===== src/rtl/fifo_frame_tx.sv =====
// fifo_frame_tx: drains 16-bit FIFO words into sync/seq/data byte frames on a valid/ready stream.
// Define FRAME_CHECKSUM_EN to append a mod-256 checksum of the seq and data bytes to each frame.
module fifo_frame_tx #(
    parameter int         DATA_WIDTH    = 16,
    parameter int         FRAME_SAMPLES = 8,
    parameter logic [7:0] SYNC_BYTE     = 8'hA5
) (
    input  logic                  clk,
    input  logic                  rst_a,
    input  logic                  fifo_empty,
    input  logic [DATA_WIDTH-1:0] fifo_dout,
    output logic                  fifo_rd_en,
    output logic [7:0]            tx_data,
    output logic                  tx_valid,
    input  logic                  tx_ready,
    output logic                  frame_busy,
    output logic                  frame_done
);

    typedef enum logic [2:0] {
        IDLE,
        SYNC,
        SEQ,
        RD_REQ,
        RD_WAIT,
        DATA_HI,
        DATA_LO
`ifdef FRAME_CHECKSUM_EN
        , CSUM
`endif
    } state_t;

    localparam logic [8:0] LastCount = 9'(FRAME_SAMPLES);

    state_t                  state_q, state_d;
    logic [7:0]              seq_q, seq_d;
    logic [7:0]              cnt_q, cnt_d;
    logic [DATA_WIDTH-1:0]   sample_q, sample_d;
    logic                    done_q, done_d;
    logic [8:0]              cntInc;
    logic                    endFrame;
`ifdef FRAME_CHECKSUM_EN
    logic [7:0]              csum_q, csum_d;
`endif

    always_ff @(posedge clk or posedge rst_a) begin
        if (rst_a) begin
            state_q  <= IDLE;
            seq_q    <= 8'h00;
            cnt_q    <= 8'h00;
            sample_q <= '0;
            done_q   <= 1'b0;
`ifdef FRAME_CHECKSUM_EN
            csum_q   <= 8'h00;
`endif
        end else begin
            state_q  <= state_d;
            seq_q    <= seq_d;
            cnt_q    <= cnt_d;
            sample_q <= sample_d;
            done_q   <= done_d;
`ifdef FRAME_CHECKSUM_EN
            csum_q   <= csum_d;
`endif
        end
    end

    assign cntInc = {1'b0, cnt_q} + 9'd1;

    // Byte-presenting states hold tx_data from registers only, so it stays stable under backpressure.
    always_comb begin
        state_d    = state_q;
        seq_d      = seq_q;
        cnt_d      = cnt_q;
        sample_d   = sample_q;
        done_d     = 1'b0;
        endFrame   = 1'b0;
        fifo_rd_en = 1'b0;
        tx_valid   = 1'b0;
        tx_data    = 8'h00;
`ifdef FRAME_CHECKSUM_EN
        csum_d     = csum_q;
`endif
        case (state_q)
            IDLE: begin
                if (!fifo_empty) state_d = SYNC;
            end
            SYNC: begin
                tx_valid = 1'b1;
                tx_data  = SYNC_BYTE;
                if (tx_ready) begin
                    state_d = SEQ;
`ifdef FRAME_CHECKSUM_EN
                    csum_d  = 8'h00;
`endif
                end
            end
            SEQ: begin
                tx_valid = 1'b1;
                tx_data  = seq_q;
                if (tx_ready) begin
                    state_d = RD_REQ;
`ifdef FRAME_CHECKSUM_EN
                    csum_d  = csum_q + seq_q;
`endif
                end
            end
            RD_REQ: begin
                if (!fifo_empty) begin
                    fifo_rd_en = 1'b1;
                    state_d    = RD_WAIT;
                end
            end
            RD_WAIT: begin
                sample_d = fifo_dout;
                state_d  = DATA_HI;
            end
            DATA_HI: begin
                tx_valid = 1'b1;
                tx_data  = sample_q[DATA_WIDTH-1 -: 8];
                if (tx_ready) begin
                    state_d = DATA_LO;
`ifdef FRAME_CHECKSUM_EN
                    csum_d  = csum_q + sample_q[DATA_WIDTH-1 -: 8];
`endif
                end
            end
            DATA_LO: begin
                tx_valid = 1'b1;
                tx_data  = sample_q[7:0];
                if (tx_ready) begin
`ifdef FRAME_CHECKSUM_EN
                    csum_d = csum_q + sample_q[7:0];
`endif
                    if (cntInc < LastCount) begin
                        cnt_d   = cntInc[7:0];
                        state_d = RD_REQ;
                    end else begin
`ifdef FRAME_CHECKSUM_EN
                        cnt_d   = 8'h00;
                        state_d = CSUM;
`else
                        endFrame = 1'b1;
`endif
                    end
                end
            end
`ifdef FRAME_CHECKSUM_EN
            CSUM: begin
                tx_valid = 1'b1;
                tx_data  = csum_q;
                if (tx_ready) endFrame = 1'b1;
            end
`endif
            default: state_d = IDLE;
        endcase

        if (endFrame) begin
            seq_d   = seq_q + 8'd1;
            cnt_d   = 8'h00;
            done_d  = 1'b1;
            state_d = IDLE;
        end
    end

    assign frame_busy = (state_q != IDLE);
    assign frame_done = done_q;

endmodule


===== config.mk =====
export PLATFORM = sky130hd
export DESIGN_NAME = fifo_frame_tx
export DESIGN_NICKNAME = d
export VERILOG_FILES = /design/src/rtl/fifo_frame_tx.sv
export SDC_FILE = /design/constraint.sdc
export NUM_CORES = 1
export LEC_CHECK = 0
export BUFFER_PORTS_ARGS = -buffer_cell sky130_fd_sc_hd__buf_2
export CORE_MARGIN = 4
export CORE_UTILIZATION = 45
export CTS_CLUSTER_DIAMETER = 200
export DETAILED_ROUTE_END_ITERATION = 6
export HOLD_SLACK_MARGIN = 0.08
export PLACE_DENSITY = 0.66
export SYNTH_ARGS = -nofsm -noshare
export SYNTH_HDL_FRONTEND = slang
export SYNTH_SLANG_ARGS = --single-unit
export TNS_END_PERCENT = 5

===== constraint.sdc =====
create_clock -name clk -period 1.8 [get_ports clk]
set_input_delay 0.09 -clock clk [delete_from_list [all_inputs] [get_ports clk]]
set_output_delay 0.09 -clock clk [all_outputs]
set_load 0.01 [all_outputs]

### Yosys cells after proc, flatten, opt, wreduce, memory -nomap -nowiden

Index checks and enable logic that the tools add are counted.

| word-level totals | value |
|---|---|
| flip-flop bits (word level) | 36 |
| output and inout port bits | 12 |
| logic and storage cells | 50 |

| operators by class | value |
|---|---|
| $add $sub $neg | 2 |
| magnitude comparators | 1 |
| equality and inequality tests | 13 |
| mux-type cells | 21 |
| reduce and logical (&&, ||, !) cells | 8 |

Operators with widths:

| kind | count |
|---|---|
| 8-bit two-way mux | 4 |
| 8-bit one-hot mux with 4 select lines | 1 |
| 3-bit two-way mux | 8 |
| 3-bit != test, second input constant | 7 |
| 3-bit one-hot mux with 7 select lines | 1 |
| 8-bit by 1-bit adder with 9-bit output, second input constant | 1 |
| 3-bit == test, second input constant | 3 |
| 9-bit by 4-bit < comparator with 1-bit output, second input constant | 1 |
| 8-bit by 1-bit adder with 8-bit output, second input constant | 1 |
| 1-bit two-way mux | 7 |
| 7-bit AND reduction | 1 |
| 3-bit by 2-bit == test with 1-bit output, second input constant | 2 |
| 2-bit nonzero test | 3 |
| 4-bit OR reduction | 1 |
| 3-bit by 1-bit == test with 1-bit output, second input constant | 1 |
| 3-bit zero test | 1 |
| 3-bit AND reduction | 1 |
| 3-bit nonzero test | 1 |

### Logic depth before layout (Yosys ltp)

Gate-level depths: netlist of the first run.

| logic depth | value |
|---|---|
| depth after elaboration | 7 |
| depth in mapped cells | 6 |
| mapped depth without buffers | 5 |

### Worst setup path before layout of the first run

OpenSTA, ideal clock, no wires.

| path | value |
|---|---|
| kind | flip-flop to flip-flop |
| start point | register cnt_q[0] |
| end point | register cnt_q[2] |
| arrival | 1.445 ns |
| required time | 1.699 ns |
| setup slack | 0.254 ns |
| stages on the path, launching flop included | 7 |
| path buffers | 1 |
| path through | dfrtp_1 ha_1 nand2b_1 mux2i_2 buf_6 nand2_1 o311ai_2 |

| between the ends | value |
|---|---|
| cells in the longest elaborated chain, start to end | 7 |

Ends and longest elaborated chain:

| item | line | text |
|---|---|---|
| start: declaration | 37 | `logic [7:0] cnt_q, cnt_d;` |
| start signal: assignment | 59 | `cnt_q <= cnt_d;` |
| 8-bit by 1-bit adder with 9-bit output (*) | 68 | `assign cntInc = {1'b0, cnt_q} + 9'd1;` |
| 9-bit by 4-bit < comparator with 1-bit output | 135 | `if (cntInc < LastCount) begin` |
| 1-bit two-way mux | 135 |  |
| 1-bit two-way mux | 131 | `if (tx_ready) begin` |
| 1-bit two-way mux | 84 | `case (state_q)` |
| 2-bit nonzero test (no source line) | - |  |
| 3-bit AND reduction (no source line) | - |  |

Every way passes the cells marked *; elsewhere a longest branch is shown, timed or not. The select of a mux whose other input is x is not followed.
A chain may end at the register's enable or synchronous reset.

### Worst setup path in the final report of the first run

| path | value |
|---|---|
| start point | register state_q[1] |
| end point | output port tx_data[6] |

| between the ends | value |
|---|---|
| cells in the longest elaborated chain, start to end | 2 |

Ends and longest elaborated chain:

| item | line | text |
|---|---|---|
| start: declaration | 35 | `state_t state_q, state_d;` |
| start signal: assignment | 57 | `state_q <= state_d;` |
| 3-bit == test (tied with other cells) | 84 |  |
| 8-bit one-hot mux with 4 select lines (*) | 84 |  |
| end: declaration | 13 | `output logic [7:0] tx_data,` |

Every way passes the cells marked *; elsewhere a longest branch is shown, timed or not.

==> results.md, run 1 <==
* Worst Path Max Fanout at 9
* Power share of the clock group at 21.0%
* Port bufs at 31
* Status: completed
* Max VDD drop at 0.648 mV
* Die height at 72.5 µm
* Sequential power share at 37.8%
* Combinational Power Share at 41.1%
* Drt initial violations at 23
* Synth Instances at 153
* Clk sinks at 36
* Share of layout cells above drive strength 1 at 41.4%
* Hold Fails Final Rpt at 0
* Register area at 903 µm²
* Max Transition Viols Final at 0
* Worst Hold Class: primary input to flop
* CP max stage cell: dfrtp_2
* Initial antenna violation count at 0
* Core Util, Final at 61.2%
* GP Congestion at 0.818
* Detail Placement HPWL at 2740 µm
* DR vias at 1,385
* Tcrit/Tclk final at 95.4%
* Final min period at 1.72 ns
* H-tree levels at 2
* Sw power at 1090 µW
* Syn Nets at 175
* WL/cell at 15.2 µm
* Endpoint class of the critical path: output pin
* Gr ovfl total at 0
* Unique masters post-synth at 44
* Post-synthesis sequential area ratio at 48.2%
* Critical path depth at 6
* Final Setup Violations at 0
* R2R Setup Slk at 0.13 ns
* Async SR Flop Fraction at 100%
* Initial Util at 46.7%
* R2r worst-path depth at 6
* Clk_skew at 0.00587 ns
* Vias in the first global route at 1,479
* Antenna viol nets, final at 0
* DR pass1 iterations at 4
* Layout Nets at 236
* Post-route insts no fill at 265
* Setup CP Type: flop to output pin
* First-pass GRT wire length at 6870 µm
* Number of flops mapped to enable cells by yosys at 0
* CP delay by family, top: flip-flops
* Pin count of the biggest net entering global routing at 37
* Total Power at 3290 µW
* Clk root buf: clkbuf_8
* Switch share at 33.0%
* # fillers at 320
* Crit start category: flop
* CP arrival at 1.63 ns
* Leakage at 0.00117 µW
* Synthesis-to-finish area growth at 31.1%
* WP buf/inv at 3
* Synth Flop Type: dfrtp_1
* Synth Warn # at 0
* Fmax at 582 MHz
* Worst slew margin at 69.0%
* Routed vias/inst at 5.23
* Placed cells at 235
* Routed wire length at 4040 µm
* Avg Cell Area, Syn at 12.2 µm²
* Row cnt at 23
* P_int at 2210 µW
* Required @ worst endpoint at 1.71 ns
* I/O pins at 32
* Clk_lat worst skew at 0.28 ns
* Die area at 0.00525 mm²
* GR Util All Layers at 16.8%
* Clock Pin Slew Worst Setup and Hold Paths at 0.07 ns
* CTS Buf Count at 5
* Slew of the pin with the lowest slew margin at 0.465 ns
* Core area at 0.00400 mm²
* Worst Hold Path Cells at 3
* CTS tree: built
* Post-Synthesis Cell Area at 0.00187 mm²
* Area occupied by multi-input gates at 895 µm²
* # diodes at 0
* CTS Buffer Depth at 2
* Crit path cell chain: buf_6 -> nor2b_1 -> buf_4 -> a22oi_1 -> o21ai_1 -> buf_2
* Power Density at 1340 mW/mm²
* Chip width at 72.5 µm
* Max incr delay on CP at 0.46 ns
* Flop and latch count out of synthesis at 36
* Remaining DRCs at 0
* MaxCap Viol Count at 0
==> sequential cells by signal, indices dropped and copies added (netlist names) <==
signal / count
sample_q: 16
cnt_q: 8
seq_q: 8
state_q: 3
frame_done: 1
==> repair_timing <==
item,4_1_cts,5_1_grt
gates resized for setup,2,4
endpoints found under the setup margin,3,9
endpoints found under the hold margin,52,0
hold buffers,17,0
buffers inserted,0,5
pin swaps,0,0
==> cell usage after synthesis (all sizes together) (3+ instances only) <==
library cell	instances	area share (%)
a22oi	8	3.2
nand3	7	2.4
a21oi	6	1.8
mux2	17	12
and2	5	1.7
buf	8	3.4
nand2b	3	1.0
dfrtp	36	48
nand2	10	2.0
inv	3	0.60
a211oi	3	1.7
xor2	7	3.3
o21ai	13	3.5
==> power groups by stage <==
| stage | logic [µW] | clock network, µW | registers (µW) |
|---|---|---|---|
| finish | 1350 | 692 | 1250 |
| global route | 1490 | 740 | 1280 |
| CTS | 1250 | 711 | 1250 |
| detailed placement | 1220 | 0 | 1260 |
| global placement | 1190 | 0 | 1240 |
| floorplan | 917 | 0 | 1190 |
==> worst min-delay path, cell delays in order <==
cell and delay (ns):
buf_2 0.17, a32oi_1 0.08, o21ai_0 0.09
==> cell type report <==
cell class	instances	area share (%)
Timing Repair Buffer	63	19.2
Inverter	3	0.460
Clock buffer	6	2.96
Tap cell	50	2.55
Clock inverter	2	1.43
Multi-Input combinational cell	105	36.5
Sequential cell	36	36.9
==> layout by cell type (no fill, tap or decap), types with 2 or more instances in the layout <==
cell           synthesis  layout
dfrtp_1               36      34
buf_2                  3      31
dlygate4sd3_1          0      17
o21ai_0               13      12
buf_4                  2      11
nand2_1               10      10
mux2_4                10      10
a22oi_1                8       8
mux2_2                 7       7
xor2_1                 7       7
a21oi_1                5       5
nand3_1                5       5
and2_1                 5       5
clkbuf_8               0       5
nand2b_1               3       3
nor3b_1                2       2
nand3_2                2       2
a211oi_2               2       2
or2_2                  2       2
inv_1                  2       2
ha_1                   2       2
buf_6                  3       2
buf_12                 0       2
dfrtp_2                0       2
==> layer usage <==
layer | up-vias | track usage [%] | wire (µm)
met4 | 0 | 7.38 | 56
met1 | 680 | 20.6 | 1810
met2 | 25 | 28.4 | 2040
met5 | - | 0 | 0
li1 | 675 | - | -
met3 | 5 | 3.46 | 133
==> path summary, 6_finish.rpt <==
check,start,to
max in group asynchronous,rst_a,state_q[1]
min in group asynchronous,rst_a,sample_q[0]
min,tx_ready,state_q[1]
min reg2reg,seq_q[7],seq_q[7]
max reg2reg,cnt_q[0],cnt_q[2]
max,state_q[1],tx_data[6]
==> kinds of logic (layout without fill, tap and decap cells) <==
kind of cell / Yosys count / after routing / share of synthesized area [%]
buf+inv: 12 / 74 / 4.22
fa+ha+maj: 2 / 2 / 1.34
compound gates: 38 / 38 / 15.5
flops: 36 / 36 / 48.2
simple gates: 40 / 40 / 14.5
mux: 18 / 18 / 13.0
xor+xnor: 7 / 7 / 3.28
==> per-stage QoR <==
stage                      TNS, ns  area [µm²]  hold slack (ns)  worst slack (ns)
final                            0        2450            0.191            0.0821
after global routing      -0.00179        2450            0.206          -0.00179
after CTS                        0        2400            0.158            0.0179
after detailed placement         0        2120            0.218             0.110
after global placement           0        2120            0.206             0.206
after floorplan                  0        1870            0.217             0.254
No activity file was read; power rests on OpenSTA's default activity.
==> run 2, diff against run 1 <==
Settings changed: ABC_AREA set to 1.
Clock period 1.8 ns to 2.15 ns, I/O delays scaled along.
==> run 2 against run 1 <==
Synthesized cell count rose by 38%. Critical path type unchanged. Largest cell class unchanged. First-iteration DRC count rose to 3.1 times the previous value. Wire length is 8.7% lower. Largest power group is now registers.
==> results.md, run 2 <==
* Commonest non-fill, non-tap cells in the layout: nand2_1, dfrtp_1, buf_2, inv_1, dlygate4sd3_1
* Flop and latch count out of synthesis at 36 (unchanged)
* Pin count of the biggest net entering global routing at 37 (unchanged)
* Core area at 0.00403 mm² (+0.72%)
* R2r worst-path depth at 10 (+4)
* Synth Warn # at 0 (unchanged)
* Async SR Flop Fraction at 100% (unchanged)
* Worst Hold Class: primary input to flop
* R2R Setup Slk at 0.50 ns (+0.37 ns)
* Most common cell in the netlist: nand2_1
* Max Transition Viols Final at 0 (unchanged)
* I/O pins at 32 (unchanged)
* R2R Path End: seq_q[7]
* Clk_skew at 0.00893 ns (+0.00305 ns)
* # fillers at 351 (+9.7%)
* CTS Buf Count at 5 (unchanged)
* Setup WS pre-CTS at 0.497 ns (+0.387 ns)
* Slew of the pin with the lowest slew margin at 0.454 ns (-0.0112 ns)
* RSZ-0062 raised after global routing: no
* GP Congestion at 0.772 (-5.6%)
* H-tree levels at 2 (unchanged)
* DR vias at 1,507 (+8.8%)
* Post-synthesis sequential area ratio at 47.6% (-0.64 points)
* Gr ovfl total at 0 (unchanged)
* Largest Register: sample_q
* Detail Placement HPWL at 2600 µm (-5.0%)
* Tcrit/Tclk final at 80.4%
* Max VDD drop at 0.691 mV (+6.5%)
* Most common cell after layout, fill and taps aside: nand2_1
* GR Util All Layers at 16.0% (-0.75 points)
* Avg Cell Area, Syn at 8.98 µm² (-27%)
* Setup Buffers After CTS at 0 (unchanged)
* Dominant cell type by area after synthesis: dfrtp_1
* Hold Fails Final Rpt at 0 (unchanged)
* Synth top area share at 47.6% (-0.64 points)
* Hold EP: state_q[1]
* Layout Nets at 285 (+21%)
* Initial Util at 47.0% (+0.29 points)
* CP arrival at 1.62 ns (about the same)
* Antenna viol nets, final at 0 (unchanged)
* Final worst slack at 0.421 ns (+0.339 ns)
* Top Registers: sample_q x16, cnt_q x8, seq_q x8
* Worst Path Max Fanout at 6 (-3)
* Post-cts sizing count at 0 (-2)
* DR pass1 iterations at 4 (unchanged)
* Core Util, Final at 58.7% (-2.5 points)
* Status: completed
* Synthesis-to-finish area growth at 24.9%
* First-pass GRT wire length at 6630 µm (-3.4%)
* Routed wire length at 3690 µm (-8.7%)
* Required @ worst endpoint at 2.04 ns (+0.33 ns)
* Top cells by area, synth: dfrtp_1, nand2_1, inv_1
* MaxCap Viol Count at 0 (unchanged)
* Die height at 72.9 µm (+0.59%)
* # diodes at 0 (unchanged)
* Port bufs at 31 (unchanged)
* Crit start category: flop
* Remaining DRCs at 0 (unchanged)
* Chip width at 72.9 µm (+0.59%)
* Clk root buf: clkbuf_8
* Final min period at 1.73 ns
* Drt initial violations at 71 (+210%)
* Post-cts hold buffer count at 17 (unchanged)
* Routed vias/inst at 4.80 (-8.2%)
* Max reg flops at 16 (unchanged)
* Syn Nets at 233 (+33%)
* Setup CP Type: flop to output pin
* Clk sinks at 36 (unchanged)
* Share of layout cells above drive strength 1 at 26.1% (-15 points)
* Row cnt at 23 (unchanged)
* Reg2reg start: cnt_q[0]
* Post-Synthesis Cell Area at 0.00189 mm² (+1.3%)
* Power Density at 1150 mW/mm² (-14%)
* Number of flops mapped to enable cells by yosys at 0 (unchanged)
* Clock Pin Slew Worst Setup and Hold Paths at 0.08 ns (about the same)
* Worst hold start: fifo_empty
* Final Setup Violations at 0 (unchanged)
* Endpoint class of the critical path: output pin
* Synth Flop Type: dfrtp_1
* WL/cell at 11.7 µm (-23%)
* Most frequent cells after synthesis: nand2_1, dfrtp_1, inv_1, nor2_1, a21oi_1
* CTS tree: built
* Leakage at 0.00124 µW (+6.5%)
* Synth Instances at 211 (+38%)
* Die area at 0.00531 mm² (+1.2%)
* CTS Buffer Depth at 2 (unchanged)
* Worst Hold Path Cells at 5 (+2)
* Total Power at 2730 µW (-17%)
* Unique masters post-synth at 33 (-25%)
* Fmax at 578 MHz
* Clk_lat worst skew at 0.29 ns (about the same)
* Vias in the first global route at 1,444 (-2.4%)
* Worst slew margin at 69.7% (+0.74 points)
* Setup TNS at 0 ns (unchanged)
* Initial antenna violation count at 0 (unchanged)
[run 2: cell count changes after synthesis, moves of 4 or more]
cell | previous run | this run
nand2_2 | 0 | 4
inv_1 | 2 | 28
o21ai_0 | 13 | 3
and2_1 | 5 | 0
a22oi_1 | 8 | 0
nand3_1 | 5 | 9
a21oi_1 | 5 | 10
nand2_1 | 10 | 50
nor2_1 | 1 | 16
mux2_4 | 10 | 3
[run 2: power breakdown]
part           switching, µW  total, µW  internal [µW]
registers                164       1050            891
logic                    582       1030            447
clock network            239        648            409
total                    984       2730           1750
[run 2: final cells by class]
class | instances | area (µm²) | area share, %
clock buffers | 7 | 96.3 | 4.07
clock inverters | 1 | 30.0 | 1.27
inverters | 31 | 116 | 4.92
multi-input cells | 140 | 827 | 35.0
flip-flops and latches | 36 | 901 | 38.1
well taps | 50 | 62.6 | 2.64
repair buffers | 49 | 333 | 14.1
[run 2: logic make-up after synthesis]
| family | synth area share [%] |
|---|---|
| XOR/XNOR | 3.24 |
| AO/OA/AOI/OAI | 8.79 |
| adder cells (fa/ha/maj) | 1.32 |
| buffers and inverters | 8.78 |
| multiplexers | 5.35 |
| flip-flops | 47.6 |
| AND/OR/NAND/NOR | 25.0 |
[run 2: worst max-delay path, cell delays in order (launching register included)]
cell	delay [ns]
dfrtp_1	0.50
inv_1	0.14
nand2_1	0.20
inv_1	0.12
a21oi_1	0.16
nand2_1	0.07
buf_2	0.14
[run 2: routing by layer]
metal  wire [µm]  global-route usage, %
met1        1750                   21.4
met2        1750                   25.2
met3         140                   5.10
met4          44                   4.30
met5           0                      0
[run 2: stage by stage]
step / cells / area [µm²] / hold WS [ns]
after CTS: 314 / 2370 / 0.277
after floorplan: 211 / 1890 / 0.256
after global placement: 289 / 2070 / 0.235
final: 314 / 2370 / 0.263
after global routing: 314 / 2370 / 0.303
after detailed placement: 289 / 2070 / 0.235
[run 2: worst max-delay path by stage]
stage / from / end / slack [ns] / cells past startpoint
after global routing: state_q[2] / tx_data[0] / 0.22 / 6
after floorplan: cnt_q[0] / seq_q[5] / 0.73 / 8
after detailed placement: cnt_q[0] / seq_q[4] / 0.50 / 10
after global placement: cnt_q[0] / seq_q[3] / 0.57 / 10
final: state_q[2] / tx_data[0] / 0.42 / 6
after CTS: state_q[2] / tx_data[0] / 0.39 / 6
